**config.mk**
```make
export PLATFORM = sky130hd
export DESIGN_NAME = serial_clock_receiver_flat
export DESIGN_NICKNAME = d
export VERILOG_FILES = /design/src/rtl/serial_clock_receiver_if.sv /design/src/rtl/serial_clock_receiver.sv /design/src/flat_wrapper.sv
export SDC_FILE = /design/constraint.sdc
export NUM_CORES = 1
export LEC_CHECK = 0
export ABC_AREA = 1
export CORE_MARGIN = 2
export CORE_UTILIZATION = 40
export DETAILED_ROUTE_END_ITERATION = 16
export HOLD_SLACK_MARGIN = 0.02
export PLACE_DENSITY = 0.59
export SYNTH_ARGS = -nofsm -noshare
export SYNTH_HDL_FRONTEND = slang
export SYNTH_SLANG_ARGS = --single-unit
```
**constraint.sdc**
```tcl
create_clock -name clk -period 1.86 [get_ports clk]
set_input_delay 0.465 -clock clk [delete_from_list [all_inputs] [get_ports clk]]
set_output_delay 0.465 -clock clk [all_outputs]
set_load 0.05 [all_outputs]
```
**src/rtl/serial_clock_receiver_if.sv**
```systemverilog
// Serial receive link bundle: the serial line pair in, the recovered word and status out.
// The receiver connects through the slave modport; the line driver or the bench uses master.
interface serial_clock_receiver_if #(
  parameter int DATA_WIDTH = 8
);
  logic                  serial_clk;
  logic                  serial_data;
  logic [DATA_WIDTH-1:0] data_out;
  logic                  data_valid;
  logic                  busy;
  logic                  frame_error;

  modport master (
    output serial_clk,
    output serial_data,
    input  data_out,
    input  data_valid,
    input  busy,
    input  frame_error
  );

  modport slave (
    input  serial_clk,
    input  serial_data,
    output data_out,
    output data_valid,
    output busy,
    output frame_error
  );
endinterface

```
**src/rtl/serial_clock_receiver.sv**
```systemverilog
// Receiver for the divided serial clock/data link.
// serial_clk and serial_data arrive asynchronous to clk. Both lines pass through
// synchronizers of equal depth. Rising edges of serial_clk shift data in MSB-first.
// A completed word produces a one-cycle data_valid. A frame that stalls produces a
// one-cycle frame_error instead.
// Optional feature macro: SERIAL_RX_PARITY_EN. When it is defined, each frame carries one
// extra even-parity bit after the data, and a parity failure raises frame_error.
module serial_clock_receiver #(
  parameter int DATA_WIDTH     = 8,
  parameter int SYNC_STAGES    = 2,
  parameter int TIMEOUT_CYCLES = 64
) (
  input  logic                  clk,
  input  logic                  rst,
  serial_clock_receiver_if.slave bus
);

`ifdef SERIAL_RX_PARITY_EN
  localparam int FRAME_BITS = DATA_WIDTH + 1;
`else
  localparam int FRAME_BITS = DATA_WIDTH;
`endif
  // The shift register holds every frame bit except the one arriving on the final edge.
  localparam int SH_W  = FRAME_BITS - 1;
  localparam int BC_W  = $clog2(FRAME_BITS + 1);
  localparam int IC_W  = $clog2(TIMEOUT_CYCLES + 1);
  localparam int SUP_W = $clog2(SYNC_STAGES + 2);

  typedef enum logic {IDLE, RECEIVE} state_t;

  logic [SYNC_STAGES-1:0] clk_sync;
  logic [SYNC_STAGES-1:0] data_sync;
  logic                   sync_clk;
  logic                   sync_clk_d;
  logic                   sync_data;
  logic [SUP_W-1:0]       sup_cnt;
  logic                   edge_en;
  logic                   rise;

  state_t                 state, state_nx;
  logic [BC_W-1:0]        bit_count, bit_count_nx;
  logic [IC_W-1:0]        idle_count, idle_count_nx;
  logic [SH_W-1:0]        shreg, shreg_nx;
  logic [DATA_WIDTH-1:0]  word;
  logic                   word_done;
  logic                   word_err;

  logic [DATA_WIDTH-1:0]  data_out_r;
  logic                   data_valid_r;
  logic                   frame_error_r;

  // Synchronizer chains: serial_clk and serial_data keep equal latency, so the data bit
  // is aligned with the clock edge it was launched for.
  always_ff @(posedge clk) begin
    if (rst) begin
      clk_sync   <= '0;
      data_sync  <= '0;
      sync_clk_d <= 1'b0;
    end else begin
      clk_sync   <= {clk_sync[SYNC_STAGES-2:0], bus.serial_clk};
      data_sync  <= {data_sync[SYNC_STAGES-2:0], bus.serial_data};
      sync_clk_d <= clk_sync[SYNC_STAGES-1];
    end
  end

  assign sync_clk  = clk_sync[SYNC_STAGES-1];
  assign sync_data = data_sync[SYNC_STAGES-1];

  // Edge detection stays blocked while the cleared chains fill after reset. During this
  // time a line that was already high looks like a rise, so it must be ignored.
  always_ff @(posedge clk) begin
    if (rst) begin
      sup_cnt <= '0;
    end else if (!edge_en) begin
      sup_cnt <= sup_cnt + 1'b1;
    end
  end

  assign edge_en = (sup_cnt == SUP_W'(SYNC_STAGES + 1));
  assign rise    = edge_en & sync_clk & ~sync_clk_d;

  // FSM state and frame counters.
  always_ff @(posedge clk) begin
    if (rst) begin
      state      <= IDLE;
      bit_count  <= '0;
      idle_count <= '0;
    end else begin
      state      <= state_nx;
      bit_count  <= bit_count_nx;
      idle_count <= idle_count_nx;
    end
  end

  // The shift register is datapath only. A fresh frame always overwrites it fully.
  always_ff @(posedge clk) begin
    shreg <= shreg_nx;
  end

  // Next-state logic. A rise always beats the timeout terminal count.
  always_comb begin
    state_nx      = state;
    bit_count_nx  = bit_count;
    idle_count_nx = idle_count;
    shreg_nx      = shreg;
    word_done     = 1'b0;
    word_err      = 1'b0;
`ifdef SERIAL_RX_PARITY_EN
    word          = shreg;
`else
    word          = {shreg, sync_data};
`endif
    case (state)
      IDLE: begin
        if (rise) begin
          shreg_nx      = SH_W'({shreg, sync_data});
          bit_count_nx  = BC_W'(1);
          idle_count_nx = '0;
          state_nx      = RECEIVE;
        end
      end
      RECEIVE: begin
        if (rise) begin
          shreg_nx      = SH_W'({shreg, sync_data});
          idle_count_nx = '0;
          if (bit_count == BC_W'(FRAME_BITS - 1)) begin
            state_nx     = IDLE;
            bit_count_nx = '0;
`ifdef SERIAL_RX_PARITY_EN
            if (^{shreg, sync_data} == 1'b0) begin
              word_done = 1'b1;
            end else begin
              word_err  = 1'b1;
            end
`else
            word_done = 1'b1;
`endif
          end else begin
            bit_count_nx = bit_count + 1'b1;
          end
        end else if (idle_count == IC_W'(TIMEOUT_CYCLES - 1)) begin
          word_err      = 1'b1;
          state_nx      = IDLE;
          bit_count_nx  = '0;
          idle_count_nx = '0;
        end else begin
          idle_count_nx = idle_count + 1'b1;
        end
      end
      default: begin
        state_nx     = IDLE;
        bit_count_nx = '0;
      end
    endcase
  end

  // Output register: results appear one cycle after the deciding edge. data_out holds
  // until the next good word arrives.
  always_ff @(posedge clk) begin
    if (rst) begin
      data_out_r    <= '0;
      data_valid_r  <= 1'b0;
      frame_error_r <= 1'b0;
    end else begin
      data_valid_r  <= word_done;
      frame_error_r <= word_err;
      if (word_done) begin
        data_out_r <= word;
      end
    end
  end

  assign bus.data_out    = data_out_r;
  assign bus.data_valid  = data_valid_r;
  assign bus.frame_error = frame_error_r;
  assign bus.busy        = (state == RECEIVE);

endmodule
```
**src/flat_wrapper.sv**
```systemverilog
// flat-port wrapper written by rule: the top's interface ports become plain ports
module serial_clock_receiver_flat 
#(
  parameter int DATA_WIDTH     = 8,
  parameter int SYNC_STAGES    = 2,
  parameter int TIMEOUT_CYCLES = 64
)
  (clk, rst, bus_serial_clk, bus_serial_data, bus_data_out, bus_data_valid, bus_busy, bus_frame_error);
  serial_clock_receiver_if #(.DATA_WIDTH(DATA_WIDTH)) bus_i ();
  input  logic clk;
  input  logic rst;
  input wire logic [$bits(bus_i.serial_clk)-1:0] bus_serial_clk;
  input wire logic [$bits(bus_i.serial_data)-1:0] bus_serial_data;
  output wire logic [$bits(bus_i.data_out)-1:0] bus_data_out;
  output wire logic [$bits(bus_i.data_valid)-1:0] bus_data_valid;
  output wire logic [$bits(bus_i.busy)-1:0] bus_busy;
  output wire logic [$bits(bus_i.frame_error)-1:0] bus_frame_error;
  assign bus_i.serial_clk = bus_serial_clk;
  assign bus_i.serial_data = bus_serial_data;
  assign bus_data_out = bus_i.data_out;
  assign bus_data_valid = bus_i.data_valid;
  assign bus_busy = bus_i.busy;
  assign bus_frame_error = bus_i.frame_error;
  serial_clock_receiver #(.DATA_WIDTH(DATA_WIDTH), .SYNC_STAGES(SYNC_STAGES), .TIMEOUT_CYCLES(TIMEOUT_CYCLES)) u_core (.clk(clk), .rst(rst), .bus(bus_i));
endmodule
```
Word-level counts from Yosys, hierarchy flattened
Cells that the tools add are included.

Bits in registers: 36. Output and inout port bits: 11. Logic and storage cells: 44.

Add/subtract/negate cells: 3. Equal/unequal tests: 5. Multiplexer cells: 19. Bitwise logic cells: 4. Reductions and logical operators: 2.

Operator list (number): $mux W7 (4); $mux W4 (4); $pmux W7 S2 (1); $mux W1 (8); $pmux W4 S2 (1); $add A7 B1 Y7 const B (1); $eq A7 B6 Y1 const B (1); $add A4 B1 Y4 const B (1); $eq A4 B3 Y1 const B (1); $ne A3 B2 Y1 const B (1); $reduce_or A3 Y1 (1); $add A2 B1 Y2 const B (1); $and A1 B1 Y1 (2); $eq A2 B2 Y1 const B (1); $ne A2 B1 Y1 const B (1); $not A1 Y1 (2); $pmux W1 S2 (1); $reduce_and A2 Y1 (1).

Longest topological paths before layout
Depth after elaboration: 5. Depth in mapped cells: 8. Depth with buffers taken out: 8.

Least setup slack after synthesis
No wires, ideal clock.

Path kind: register to register. From: register u_core.state (netlist: u_core.bus.busy). To: register u_core.data_out_r[1] (netlist: u_core.bus.data_out[1]). Library setup time: 0.116 ns. Data arrival time: 1.351 ns. Data required time: 1.744 ns. Setup slack: 0.393 ns. Stages on the path, launching flop included: 7. Clock period less this slack: 1.467 ns. Cells stage by stage: dfxtp_1 > buf_2 > nand2_2 > nor2_8 > inv_4 > nor2_1 > nor2_1.

Cells in the longest elaborated chain, start to end: 1.

RTL lines: from (decl) (RTL line serial_clock_receiver.sv:40) `state_t state, state_nx;`; from (signal assigned) (RTL line serial_clock_receiver.sv:89) `state <= state_nx;`; $mux W1 (RTL line serial_clock_receiver.sv:113) `case (state)`; to (signal assigned) (RTL line serial_clock_receiver.sv:168) `data_out_r <= word;`; to (decl) (RTL line serial_clock_receiver.sv:48) `logic [DATA_WIDTH-1:0] data_out_r;`.

No other way between the ends. A chain may end at the register's enable or synchronous reset.

Worst setup path after layout
From: register u_core.state (netlist: u_core.bus.busy). To: output bus_busy.

RTL lines: to (decl) (RTL line flat_wrapper.sv:16) `output wire logic [$bits(bus_i.busy)-1:0] bus_busy;`.

No word-level cell between the ends.

==> metrics.yaml <==
wl_um: 2560
power_mw: 1.30
fin_ws_ps: 314
ys_warn_count: 0
yosysTopAreaCellShare: 0.409
io_pins: 15
firstDrtPassIters: 4
drt_iter0_drc: 39
synth_fp_nets: 173
fin_util: 0.494
core-area_mm2: 0.00336
grt_pass1_vias: 1057
die_w_um: 63.6
port_buffers: 14
critPathKind: "register to output port"
layout-drive-gt1-share: 0.156
dp_hpwl_um: 1850
cp_top_family: "flip-flops"
nets: 192
cp_cell_sequence: "buf_12"
ctsResizeCount: 0
drc: 0
multi_input_area_um2: 552
cts.sinks: 36
leakagePower_nw: 0.703
yosys_register_bits: 36
clock_path_buffers: 2
cp_num_cells: 1
outcome: "completed"
drv_slew: 0
yosys.area.top_type: "dfxtp_1"
powerDensity_mw_per_mm2: 784
fillCellCount: 368
postSynthAreaPerCell_um2: 8.55
cp_slowest_cell: "dfxtp_1"
synth.distinct_cells: 21
start_util: 0.422
fin_cells: 232
sequential_cell_area_um2: 791
startpoint_type: "register"
slew_headroom: 0.743
antenna_found_initial: 0
fp.dieH_um: 63.6
grt-ovfl-total: 0
rsz0062_at_grt: "false"
post_dp_cell_area_mm2: 0.00160
crit_path_max_fanout: 8
grt_max_degree: 16
hp-class: "register to register"
final_hold_viol_count: 0
clk_latency_ps: 340
rr_worst_depth: 8
place_inst: 224
holdPathStages: 2
track_usage: 0.144
place_congestion: 0.845
crit_required_ps: 1390
hold_buffers: 0
tightest_slew_ps: 385
cts_made_buffers: 5
rr_startpoint: "u_core.sup_cnt[0]"
path_clk_slew_ps: 110
wl_per_cell_um: 11.0
pre_cts_ws_ps: 313
cts_tree: "done"
fin_setup_tns_ps: 0
postCtsSetupRepairBufs: 0
netlist_top_cells_area: "dfxtp_1 41%, edfxtp_1 15%, nor2_1 9.8%"
finalCriticalPeriod_ps: 1550
setup-violations-final: 0
fmax_mhz: 647
die_area_mm2: 0.00404
root_buffer: "clkbuf_4"
rows: 21
ir_drop_mv: 0.336
cap_viol_max_count: 0
period_share: 0.831
ys_seq_area_frac: 0.557
timing.reg2reg.setup_slack_ps: 360
critPathArrivalTime_ps: 1080
cp-endpoint: "bus_busy"
crit_buf_inv: 1
viasPerCell: 4.71
end_kind: "output port"
final_area_mm2: 0.00166
syn_inst: 166
netlist_area_mm2: 0.00142
grt_pass1_wl_um: 4440
slowest_delay_ps: 560
ant_nets: 0
area.growth.synth_to_final_pct: 17.0
htree_num_levels: 2
startpoint: "u_core.bus.busy"
antenna_cells: 0
vias: 1092
hold_ws_ps: 408
rr_endpoint: "u_core.bus.data_out[4]"
finalClockSkew_ps: 13.3
[worst min-delay path: stages (launching register included)]
cell,delay [ps]
dfxtp_1,310
inv_1,40
nor2_1,30
[synthesized netlist by cell type (all sizes together)]
cell type / n
inv: 15
nor2: 40
edfxtp: 7
ha: 3
dfxtp: 29
buf: 2
nand3: 9
xnor2: 1
nor4: 1
nand4: 2
nand2: 26
o21ai: 14
or2: 1
a21oi: 13
clkbuf: 2
o21bai: 1
[report_power, final]
group | total (mW) | switching, mW | internal, mW
Sequential | 0.817 | 0.00990 | 0.808
Clock | 0.434 | 0.254 | 0.180
Combinational | 0.0507 | 0.0301 | 0.0207
Total | 1.30 | 0.294 | 1.01
[final cells by class]
class	count	share of cell area
clock inverters	2	0.00603
multi-input cells	111	0.332
well taps	46	0.0347
inverters	15	0.0354
flip-flops and latches	36	0.476
repair buffers	16	0.0844
clock buffers	6	0.0309
[routing by layer]
layer  global-route usage  part of all wire  vias up
met5                    0                 0        -
met4               0.0897             0.019        0
met3               0.0429             0.043        5
met2                0.236              0.46       16
met1                0.162              0.48      494
li1                     -                 -      577
[registers in the layout, summed over array words and instances (netlist names)]
name                    flops
u_core.clk_sync             2
u_core.sync_clk_d           1
u_core.bus.busy             1
u_core.bus.data_valid       1
u_core.sup_cnt              2
u_core.bus.frame_error      1
u_core.shreg                7
u_core.idle_count           7
u_core.bus.data_out         8
u_core.bit_count            4
u_core.data_sync            2
[cells by family (layout without fill, tap and decap cells)]
family,count (synthesis),after routing,share of synthesized area
simple gates,79,79,0.256
flops,36,36,0.557
compound gates,28,28,0.101
buf+inv,19,39,0.0538
fa+ha+maj,3,3,0.0265
xor+xnor,1,1,0.00617
[how the worst min path moves through the flow]
stage,from,to,slack (ps)
after CTS,u_core.data_sync[0],u_core.data_sync[1],410
final,u_core.data_sync[0],u_core.data_sync[1],410
after global placement,u_core.data_sync[0],u_core.data_sync[1],390
after global routing,u_core.data_sync[0],u_core.data_sync[1],420
after floorplan,u_core.clk_sync[0],u_core.clk_sync[1],390
after detailed placement,u_core.data_sync[0],u_core.data_sync[1],400
[layout by cell type (no fill, tap or decap)]
cell,count
a21oi_1,13
buf_12,1
buf_4,12
clkbuf_4,5
clkbuf_8,1
clkdlybuf4s50_1,3
clkinv_2,2
dfxtp_1,29
edfxtp_1,7
ha_1,3
inv_1,13
inv_2,1
inv_4,1
nand2_1,24
nand2_2,2
nand3_1,9
nand4_1,2
nor2_1,37
nor2_4,1
nor2_8,2
nor4_1,1
o21ai_0,14
o21bai_1,1
or2_2,1
xnor2_1,1
(Power assumes the default switching activity.)
